$ cat config.mk
export PLATFORM = sky130hd
export DESIGN_NAME = sifh_threshold_scheduler_flat
export DESIGN_NICKNAME = d
export VERILOG_FILES = /design/src/rtl/sifh_threshold_scheduler_pkg.sv /design/src/rtl/sifh_threshold_scheduler_if.sv /design/src/rtl/sifh_window_calc.sv /design/src/rtl/sifh_threshold_scheduler.sv /design/src/flat_wrapper.sv
export SDC_FILE = /design/constraint.sdc
export NUM_CORES = 1
export LEC_CHECK = 0
export ABC_AREA = 1
export BUFFER_PORTS_ARGS = -buffer_cell sky130_fd_sc_hd__buf_2
export CAP_MARGIN = 0
export CORE_UTILIZATION = 40
export DETAILED_ROUTE_END_ITERATION = 6
export SLEW_MARGIN = 20
export SYNTH_ARGS = -nofsm -noshare
export SYNTH_HDL_FRONTEND = slang
export SYNTH_SLANG_ARGS = --single-unit
$ cat constraint.sdc
create_clock -name clk -period 3.5 [get_ports clk]
set_clock_uncertainty 0.05 [all_clocks]
set_input_delay 0.35 -clock clk [delete_from_list [all_inputs] [get_ports clk]]
set_output_delay 0.35 -clock clk [all_outputs]
set_load 0.01 [all_outputs]
$ cat src/rtl/sifh_threshold_scheduler_pkg.sv
// Shared widths and FSM encodings for the SiFH threshold scheduler.
package sifh_threshold_scheduler_pkg;

    localparam int Nb             = 8;
    localparam int Np             = 12;
    localparam int PixelNumPerRam = 4;

    typedef enum logic [1:0] {
        TS_IDLE = 2'd0,
        TS_CALC = 2'd1,
        TS_OUT  = 2'd2
    } tsState_e;

endpackage

$ cat src/rtl/sifh_threshold_scheduler_if.sv
// Window result channel from the scheduler to the fine-histogram configuration stage.
interface sifh_threshold_scheduler_if #(
    parameter int NP = sifh_threshold_scheduler_pkg::Np,
    parameter int PW = 2
);
    logic          th_valid;
    logic          th_ready;
    logic [PW-1:0] th_pixel;
    logic [NP-1:0] th_minus;
    logic [NP-1:0] th_positive;
    logic [NP-1:0] delta;

    modport master (
        output th_valid, th_pixel, th_minus, th_positive, delta,
        input  th_ready
    );

    modport slave (
        input  th_valid, th_pixel, th_minus, th_positive, delta,
        output th_ready
    );
endinterface

$ cat src/rtl/sifh_window_calc.sv
// Combinational fine-resolution search window: clamped bounds around the coarse peak plus delta.
module sifh_window_calc #(
    parameter int NB = sifh_threshold_scheduler_pkg::Nb,
    parameter int NP = sifh_threshold_scheduler_pkg::Np
) (
    input  logic [NB-1:0] peak,
    output logic [NP-1:0] thMinus,
    output logic [NP-1:0] thPositive,
    output logic [NP-1:0] delta
);
    localparam logic [NP-1:0] SB    = NP'(3 << (NB - 2));
    localparam logic [NP-1:0] SB2   = NP'(3 << (NB - 1));
    localparam logic [NP-1:0] MAXV  = {NP{1'b1}};
    localparam logic [NP-1:0] HIEDG = MAXV - SB;

    logic [NP-1:0] ch;
    logic [NP-1:0] lo;
    logic [NP-1:0] hi;
    logic [NP-1:0] hiFloor;

    always_comb begin
        ch = {peak, {(NP - NB){1'b0}}};
        if (ch <= SB) begin
            lo = '0;
            hi = SB2;
        end else if (ch >= HIEDG) begin
            hi = MAXV;
            lo = MAXV - SB2;
        end else begin
            lo = ch - SB;
            hi = ch + SB;
        end
        // Delta wraps modulo 2^NP by construction of the NP-wide sum.
        hiFloor    = (hi >> NB) << NB;
        delta      = lo + hi - hiFloor;
        thMinus    = lo;
        thPositive = hi;
    end
endmodule

$ cat src/rtl/sifh_threshold_scheduler.sv
// Round-robin arbiter over per-pixel peak results; issues one registered search window per pixel per frame.
module sifh_threshold_scheduler
    import sifh_threshold_scheduler_pkg::*;
#(
    parameter int NB     = Nb,
    parameter int NP     = Np,
    parameter int PIXELS = PixelNumPerRam,
    parameter int PW     = $clog2(PIXELS)
) (
    input  logic                 clk,
    input  logic                 res,
    input  logic                 frame_start,
    input  logic [PIXELS-1:0]    peak_valid,
    input  logic [PIXELS*NB-1:0] peak_ch,
    output logic [PIXELS-1:0]    peak_ready,
    sifh_threshold_scheduler_if.master thIf,
    output logic                 busy,
    output logic                 frame_done
);
    tsState_e            state;
    tsState_e            nextState;
    logic [PW-1:0]       rrPtr;
    logic [PW-1:0]       grantPix;
    logic [PW-1:0]       reqPix;
    logic [PW-1:0]       nextPtr;
    logic                reqFound;
    logic                accept;
    logic                handshake;
    logic                allDoneSeen;
    logic [PIXELS-1:0]   doneMask;
    logic [PIXELS-1:0]   rotated;
    logic [2*PIXELS-1:0] eligible2;
    logic [PW:0]         pixSum;
    logic [PW:0]         ptrSum;
    logic [NB-1:0]       peakLatch;
    logic [NP-1:0]       calcMinus;
    logic [NP-1:0]       calcPositive;
    logic [NP-1:0]       calcDelta;

    sifh_window_calc #(.NB(NB), .NP(NP)) u_calc (
        .peak       (peakLatch),
        .thMinus    (calcMinus),
        .thPositive (calcPositive),
        .delta      (calcDelta)
    );

    // Rotate eligibility so offset 0 is rrPtr; the lowest set offset wins.
    always_comb begin
        // NOTE: every always_comb output gets a default first so no path can infer a latch.
        eligible2 = {2{peak_valid & ~doneMask}} >> rrPtr;
        rotated   = eligible2[PIXELS-1:0];
        reqFound  = 1'b0;
        pixSum    = '0;
        for (int i = PIXELS - 1; i >= 0; i--) begin
            if (rotated[i]) begin
                reqFound = 1'b1;
                pixSum   = {1'b0, rrPtr} + (PW + 1)'(i);
            end
        end
        if (pixSum >= (PW + 1)'(PIXELS)) pixSum = pixSum - (PW + 1)'(PIXELS);
        reqPix = pixSum[PW-1:0];

        ptrSum = {1'b0, grantPix} + (PW + 1)'(1);
        if (ptrSum >= (PW + 1)'(PIXELS)) ptrSum = '0;
        nextPtr = ptrSum[PW-1:0];
    end

    assign accept    = (state == TS_IDLE) && reqFound;
    assign handshake = (state == TS_OUT) && thIf.th_ready;

    // Grant is gated by res so peak_ready reads 0 while held in reset.
    always_comb begin
        peak_ready = '0;
        if (res && accept) peak_ready[reqPix] = 1'b1;
    end

    always_comb begin
        nextState = state;
        unique case (state)
            TS_IDLE: if (reqFound) nextState = TS_CALC;
            TS_CALC: nextState = TS_OUT;
            TS_OUT:  if (thIf.th_ready) nextState = TS_IDLE;
            default: nextState = TS_IDLE;
        endcase
    end

    always_ff @(posedge clk or negedge res) begin
        if (!res) begin
            state            <= TS_IDLE;
            rrPtr            <= '0;
            grantPix         <= '0;
            doneMask         <= '0;
            peakLatch        <= '0;
            allDoneSeen      <= 1'b0;
            busy             <= 1'b0;
            frame_done       <= 1'b0;
            thIf.th_valid    <= 1'b0;
            thIf.th_pixel    <= '0;
            thIf.th_minus    <= '0;
            thIf.th_positive <= '0;
            thIf.delta       <= '0;
        end else begin
            // NOTE: non-blocking assignments so every register samples pre-edge values.
            state         <= nextState;
            busy          <= (nextState != TS_IDLE);
            thIf.th_valid <= (nextState == TS_OUT);
            if (accept) begin
                peakLatch <= peak_ch[reqPix*NB +: NB];
                grantPix  <= reqPix;
            end
            if (state == TS_CALC) begin
                thIf.th_pixel    <= grantPix;
                thIf.th_minus    <= calcMinus;
                thIf.th_positive <= calcPositive;
                thIf.delta       <= calcDelta;
            end
            if (handshake) rrPtr <= nextPtr;
            // A new frame beats a coinciding delivery, leaving that pixel eligible again.
            if (frame_start)    doneMask           <= '0;
            else if (handshake) doneMask[grantPix] <= 1'b1;
            allDoneSeen <= &doneMask;
            frame_done  <= (&doneMask) && !allDoneSeen;
        end
    end
endmodule

$ cat src/flat_wrapper.sv
// flat-port wrapper written by rule: the top's interface ports become plain ports
module sifh_threshold_scheduler_flat import sifh_threshold_scheduler_pkg::*;
#(
    parameter int NB     = Nb,
    parameter int NP     = Np,
    parameter int PIXELS = PixelNumPerRam,
    parameter int PW     = $clog2(PIXELS)
)
  (clk, res, frame_start, peak_valid, peak_ch, peak_ready, busy, frame_done, thIf_th_valid, thIf_th_pixel, thIf_th_minus, thIf_th_positive, thIf_delta, thIf_th_ready);
  sifh_threshold_scheduler_if #(.NP(NP), .PW(PW)) thIf_i ();
  input  logic clk;
  input  logic res;
  input  logic frame_start;
  input  logic [PIXELS-1:0] peak_valid;
  input  logic [PIXELS*NB-1:0] peak_ch;
  output logic [PIXELS-1:0] peak_ready;
  output logic busy;
  output logic frame_done;
  output wire logic [$bits(thIf_i.th_valid)-1:0] thIf_th_valid;
  output wire logic [$bits(thIf_i.th_pixel)-1:0] thIf_th_pixel;
  output wire logic [$bits(thIf_i.th_minus)-1:0] thIf_th_minus;
  output wire logic [$bits(thIf_i.th_positive)-1:0] thIf_th_positive;
  output wire logic [$bits(thIf_i.delta)-1:0] thIf_delta;
  input wire logic [$bits(thIf_i.th_ready)-1:0] thIf_th_ready;
  assign thIf_th_valid = thIf_i.th_valid;
  assign thIf_th_pixel = thIf_i.th_pixel;
  assign thIf_th_minus = thIf_i.th_minus;
  assign thIf_th_positive = thIf_i.th_positive;
  assign thIf_delta = thIf_i.delta;
  assign thIf_i.th_ready = thIf_th_ready;
  sifh_threshold_scheduler #(.NB(NB), .NP(NP), .PIXELS(PIXELS), .PW(PW)) u_core (.clk(clk), .res(res), .frame_start(frame_start), .peak_valid(peak_valid), .peak_ch(peak_ch), .peak_ready(peak_ready), .thIf(thIf_i), .busy(busy), .frame_done(frame_done));
endmodule
==> results of run 1 <==
[layout make-up]
type | count | area share (%)
clock buffer | 6 | 2.23
clock inverter | 2 | 1.08
tap | 80 | 3.08
inverter | 42 | 4.93
timing repair buffer | 85 | 13.3
sequential | 44 | 33.9
multi-input combinational | 276 | 41.5
[metal layers]
metal | vias to the layer above | global-route usage (%)
li1 | 1340 | -
met1 | 1105 | 25.1
met3 | 12 | 2.98
met2 | 91 | 25.7
met4 | 0 | 6.97
met5 | - | 0
[logic make-up (layout without fill, tap and decap cells)]
kind of cell	count (synthesis)	count (layout)
compound gates	39	39
simple gates	221	221
buf+inv	68	135
fa+ha+maj	11	11
other cells	1	1
flops	44	44
xor+xnor	4	4
[sequential cells by signal, indices dropped and copies added (netlist names), 4 cells and up]
register                 flops
u_core.thIf.delta            8
u_core.thIf.th_minus         5
u_core.doneMask              4
u_core.peakLatch             8
u_core.thIf.th_positive      7
[synth_stat cells]
library cell / instances / area, um2
nand2_1: 143 / 537
dfrtp_1: 44 / 1100
inv_1: 38 / 143
nand3_1: 36 / 180
nor2_1: 22 / 82.6
o21ai_0: 21 / 105
buf_4: 17 / 128
ha_1: 11 / 138
a21oi_1: 9 / 45.0
nor4_1: 5 / 31.3
o31ai_1: 5 / 37.5
buf_2: 4 / 20.0
nand2_2: 4 / 25.0
nor3_1: 4 / 20.0
clkbuf_1: 3 / 11.3
xor2_1: 3 / 26.3
inv_2: 2 / 7.51
nand2_4: 2 / 22.5
nand3_2: 2 / 20.0
or2_2: 2 / 12.5
buf_6: 1 / 11.3
buf_8: 1 / 15.0
clkinv_1: 1 / 3.75
conb_1: 1 / 3.75
inv_4: 1 / 6.26
nand2_8: 1 / 20.0
o211ai_1: 1 / 7.51
o21a_1: 1 / 7.51
o21ai_2: 1 / 8.76
o21bai_1: 1 / 7.51
xnor2_1: 1 / 8.76
[repair_timing]
action / 4_1_cts / 5_1_grt
gates resized for setup: 0 / 1
endpoints found under the setup margin: 0 / 1
setup buffers: 0 / 0
hold endpoints to repair: 0 / 0
[final timing paths]
kind                       depth (start not counted)               endpoint  slack [ps]           startpoint
min in group clk                                   2     u_core.doneMask[0]         190          frame_start
min reg2reg                                        1      u_core.frame_done         360   u_core.allDoneSeen
max                                               24  u_core.thIf.delta[11]         400  u_core.peakLatch[2]
max in group asynchronous                          2  u_core.thIf.delta[10]        2910                  res
min                                                2     u_core.allDoneSeen         120                  res
max reg2reg                                       24  u_core.thIf.delta[11]         400  u_core.peakLatch[2]
[power breakdown]
part	switching [uW]	internal (uW)	leakage (uW)
clock network	171	212	0.0000552
registers	160	722	0.000559
logic	1490	844	0.00128
total	1820	1780	0.00189
[metrics by stage]
stage,instance area (um2),setup WS [ps]
detailed placement,3140,369
finish,3250,400
global placement,3140,544
floorplan,2790,703
global route,3250,10.6
CTS,3250,345
==> out/metrics.yaml, run 1 <==
status:
  status: "complete, no violations"
grt:
  antenna_found_initial: 0
  grt_pass1_wl_mm: 10.2
  grt-ovfl-total: 0
  grt.total_usage_pct: 17.3
  grt_pass1_vias: 2339
  grt_start_max_net_pins: 45
layout:
  layout_common_cells: "nand2_1, buf_2, dfrtp_1, inv_1, nand3_1"
  fin_nets: 505
  fill_cells: 680
  final_cells: 535
  regArea_mm2: 0.00110
  layout-drive-gt1-share_pct: 23.7
  final_common_cell: "nand2_1"
  final_util_pct: 48.1
  area_growth_pct: 16.3
  antenna_cells: 0
  multiInputGateArea_mm2: 0.00135
critical_path:
  path_cells: "inv_1, ha_1, nor2_1, inv_1, nor2_1, nand2_1, inv_1, nor2_1, inv_1, nor2_2, inv_1, ha_1, inv_1, ha_1, o21a_1, nor2_1, inv_1, nand2_1, inv_1, nor2_1, nor2_1, o211ai_1, nand3_1, nand2_1"
  cpPeakStageDelay_ps: 400
  path_max_fanout: 5
  crit_slowest_cell: "dfrtp_1"
  cp_top_family: "simple AND/OR/NAND/NOR gates"
  worstPathArrival_ps: 3290
  cp.required_ps: 3690
  startpoint_type: "register"
  crit_type: "reg2reg"
  cpMostUsedCell: "inv_1"
  endpoint_kind: "register"
  path_buf_inv: 8
pwr:
  pwr_density_cell_mw_per_mm2: 1110
  total_power_uw: 3600
  cellLeakagePower_uw: 0.00189
  worst_ir_drop_vdd_v: 0.000404
yosys:
  syn-cell-area_mm2: 0.00279
  synth_top_family_by_area: "simple AND/OR/NAND/NOR gates"
  yosysWarnings: 0
  ys_seq_area_share_pct: 39.4
  synth.net_count: 439
  synthXorXnorAreaFrac_pct: 1.25
  synth_area_per_cell_um2: 7.20
  synth-compound-area-share_pct: 7.84
  synth_fa_ha_area_share_pct: 4.93
  ys_seq_elements: 44
  synthMuxAreaShare_pct: 0
  yosysUniqueCellTypes: 31
  netlist_instances: 388
  yosys.area_share.simple_pct: 34.1
drt:
  via_per_inst: 4.76
  routed_wl_mm: 5.89
  drc_errors: 0
  route.met2.wl_mm: 2.36
  first_pass_iters: 4
  wl_met3_um: 318
  vias: 2548
  top_layer_used: "met4"
  drt_iter0_markers: 102
  wl_per_cell_um: 11.0
  drt-met1-wl_mm: 3.08
  drtAntennaViolNets: 0
flow_run:
  maxCapViolations: 0
floorplan:
  io_pins: 85
  core_area_mm2: 0.00676
  dieArea_mm2: 0.00732
  num_rows: 30
  die_y_um: 85.6
  die_w_um: 85.6
  start_util_pct: 41.3
sta:
  setup-tns-final_ps: 0
  drv_slew: 0
  min_period_ps: 3100
  worstMarginPinSlew_ps: 545
  finalHoldViolCount: 0
  relSlewSlack_pct: 63.6
  rsz0062_at_grt: "no"
  whs_ps: 125
  fmax_mhz: 323
  finalSetupViolations: 0
  post-route-period-util_pct: 88.6
place:
  dp_cells: 527
  io_buffers: 83
  hpwl_mm: 4.51
  gp_congestion: 0.836
cts:
  cts.path.max_buffers: 2
  cts_tree: "done"
  htree_levels: 2
  insertion_delay_ps: 300
  clock-sinks: 44
  cts_hold_buf: 0
  cts_root_buf: "clkbuf_8"
  path_clk_slew_ps: 80
  cts_made_buffers: 5
hold_path:
  holdCritPathClass: "in2async"
No activity file was read; power rests on OpenSTA's default activity.
==> run 2: changes to the inputs <==
RECOVER_POWER = 25   (was unset)
==> run 2 against run 1 <==
Compared with the run above:
- the flow now finishes with violations (capacitance limit, slew limit)
- sequential share of layout area increased by 0.052 points
- first-iteration DRC count unchanged
- via count unchanged
- sequential cell count unchanged
- global-route usage unchanged
- largest power group unchanged
==> out/metrics.yaml, run 2 (synthesis gave the netlist of run 1 again) <==
critical_path:
  startpoint_type: "register"
  worstPathArrival_ps: 3290  # about the same
  path_max_fanout: 5  # unchanged
  endpoint_kind: "register"
  crit_type: "reg2reg"
  cp.required_ps: 3690  # about the same
drt:
  first_pass_iters: 4  # unchanged
  vias: 2548  # unchanged
  via_per_inst: 4.76  # unchanged
  wl_per_cell_um: 11.0  # about the same
  drtAntennaViolNets: 0  # unchanged
  drc_errors: 0  # unchanged
  routed_wl_mm: 5.89  # about the same
  drt_iter0_markers: 102  # unchanged
place:
  hpwl_mm: 4.51  # unchanged
  place_ws_ps: 369  # unchanged
  io_buffers: 83  # unchanged
  gp_congestion: 0.836  # unchanged
pwr:
  pwr_density_cell_mw_per_mm2: 1110  # +0.14%
  worst_ir_drop_vdd_v: 0.000404  # about the same
  cellLeakagePower_uw: 0.00189  # -0.34%
layout:
  fin_nets: 505  # unchanged
  final_common_cell: "nand2_1"
  layout_common_cells: "nand2_1, buf_2, dfrtp_1, inv_1, nand3_1"
  fill_cells: 681  # +0.15%
  antenna_cells: 0  # unchanged
  area_growth_pct: 16.1
  top_regs: "u_core.peakLatch: 8 flops, u_core.thIf.delta: 8 flops, u_core.thIf.th_positive: 7 flops"
  layout-drive-gt1-share_pct: 23.3  # -0.44 points
cts:
  post_cts_buffers: 0  # unchanged
  path_clk_slew_ps: 80  # about the same
  cts_made_buffers: 5  # unchanged
  clock-sinks: 44  # unchanged
  cts_tree: "done"
  insertion_delay_ps: 300  # about the same
  cts_root_buf: "clkbuf_8"
  htree_levels: 2  # unchanged
  cts.path.max_buffers: 2  # unchanged
status:
  status: "finished, violations left"
  violations: "capacitance limit, slew limit"
floorplan:
  dieArea_mm2: 0.00732  # unchanged
  num_rows: 30  # unchanged
  core_area_mm2: 0.00676  # unchanged
  die_w_um: 85.6  # unchanged
  die_y_um: 85.6  # unchanged
  io_pins: 85  # unchanged
  start_util_pct: 41.3  # unchanged
sta:
  fmax_mhz: 323  # unchanged
  finalHoldViolCount: 0  # unchanged
  worstMarginPinSlew_ps: 2250  # +1710 ps
  min_period_ps: 3100  # +0.00200 ps
  fin_ws_ps: 400  # -0.00200 ps
  drv_slew: 45  # +45
  rsz0062_at_grt: "no"
  setup-tns-final_ps: 0  # unchanged
  relSlewSlack_pct: -50.2  # -110 points
  finalSetupViolations: 0  # unchanged
  post-route-period-util_pct: 88.6  # about the same
flow_run:
  maxCapViolations: 1  # +1
grt:
  grt_pass1_vias: 2339  # unchanged
  antenna_found_initial: 0  # unchanged
  grt-ovfl-total: 0  # unchanged
  grt_pass1_wl_mm: 10.2  # unchanged
  grt.total_usage_pct: 17.3  # unchanged
  grt_start_max_net_pins: 45  # unchanged
hold_path:
  holdCritPathClass: "in2reg"
[run 2: cell count changes in the layout (fill, tap and decap cells not counted), sizes merged]
cell and change:
buf -2, clkbuf +2
[run 2: repair_timing]
| action | CTS | global route |
|---|---|---|
| hold buffers | 0 | 0 |
| gates resized for setup | 0 | 1 |
| setup endpoints to repair | 0 | 1 |
[run 2: per-layer routing]
metal | global-route usage, % | part of all wire (%) | routed length, um | vias up
met5 | 0 | 0 | 0 | -
met3 | 2.98 | 5.4 | 317 | 12
met2 | 25.7 | 40 | 2360 | 91
li1 | - | - | - | 1340
met4 | 6.97 | 2.2 | 129 | 0
met1 | 25.1 | 52 | 3080 | 1105
[run 2: final timing paths]
path                                      from                    end  slack [ps]  cells past startpoint
max                        u_core.peakLatch[2]  u_core.thIf.delta[11]         400                     24
min                                frame_start     u_core.doneMask[0]         190                      2
max reg2reg                u_core.peakLatch[2]  u_core.thIf.delta[11]         400                     24
min reg2reg                 u_core.allDoneSeen      u_core.frame_done         360                      1
max in group asynchronous                  res  u_core.thIf.delta[10]        1240                      2
min in group asynchronous                  res     u_core.allDoneSeen         880                      2
[run 2: cell type report]
cell class,count,area [um2],share of cell area [%]
Clock buffer,6,72.6,2.24
Clock inverter,2,35.0,1.08
Multi-Input combinational cell,276,1350,41.6
Timing Repair Buffer,85,425,13.1
Inverter,42,160,4.94
Tap cell,80,100,3.09
Sequential cell,44,1100,34.0
[run 2: power breakdown]
part | switching [uW] | internal, uW | total [uW]
logic | 1490 | 844 | 2340
clock network | 171 | 212 | 382
registers | 160 | 722 | 882
total | 1820 | 1780 | 3600
[run 2: stage by stage]
step | util (%) | power [uW] | cells | cell area, um2 | hold WS, ps
3_3_place_gp | 46.4 | 3200 | 527 | 3140 | 345
2_1_floorplan | - | 2770 | 388 | 2790 | 4.41
3_5_place_dp | 46.4 | 3230 | 527 | 3140 | 352
5_1_grt | 48.0 | 4050 | 535 | 3240 | 177
4_1_cts | 48.0 | 3640 | 535 | 3250 | 155
6_report | 48.0 | 3600 | 535 | 3240 | 193
[run 2: worst max-delay path, cell delays in order (launching register included)]
cell and delay [ps]:
dfrtp_1 400, inv_1 140, ha_1 180, nor2_1 60, inv_1 80, nor2_1 50
nand2_1 70, inv_1 80, nor2_1 130, inv_1 80, nor2_2 120, inv_1 70
ha_1 270, inv_1 40, ha_1 300, o21a_1 200, nor2_1 80, inv_1 50
nand2_1 50, inv_1 60, nor2_1 80, nor2_1 70, o211ai_1 150, nand3_1 90
nand2_1 70
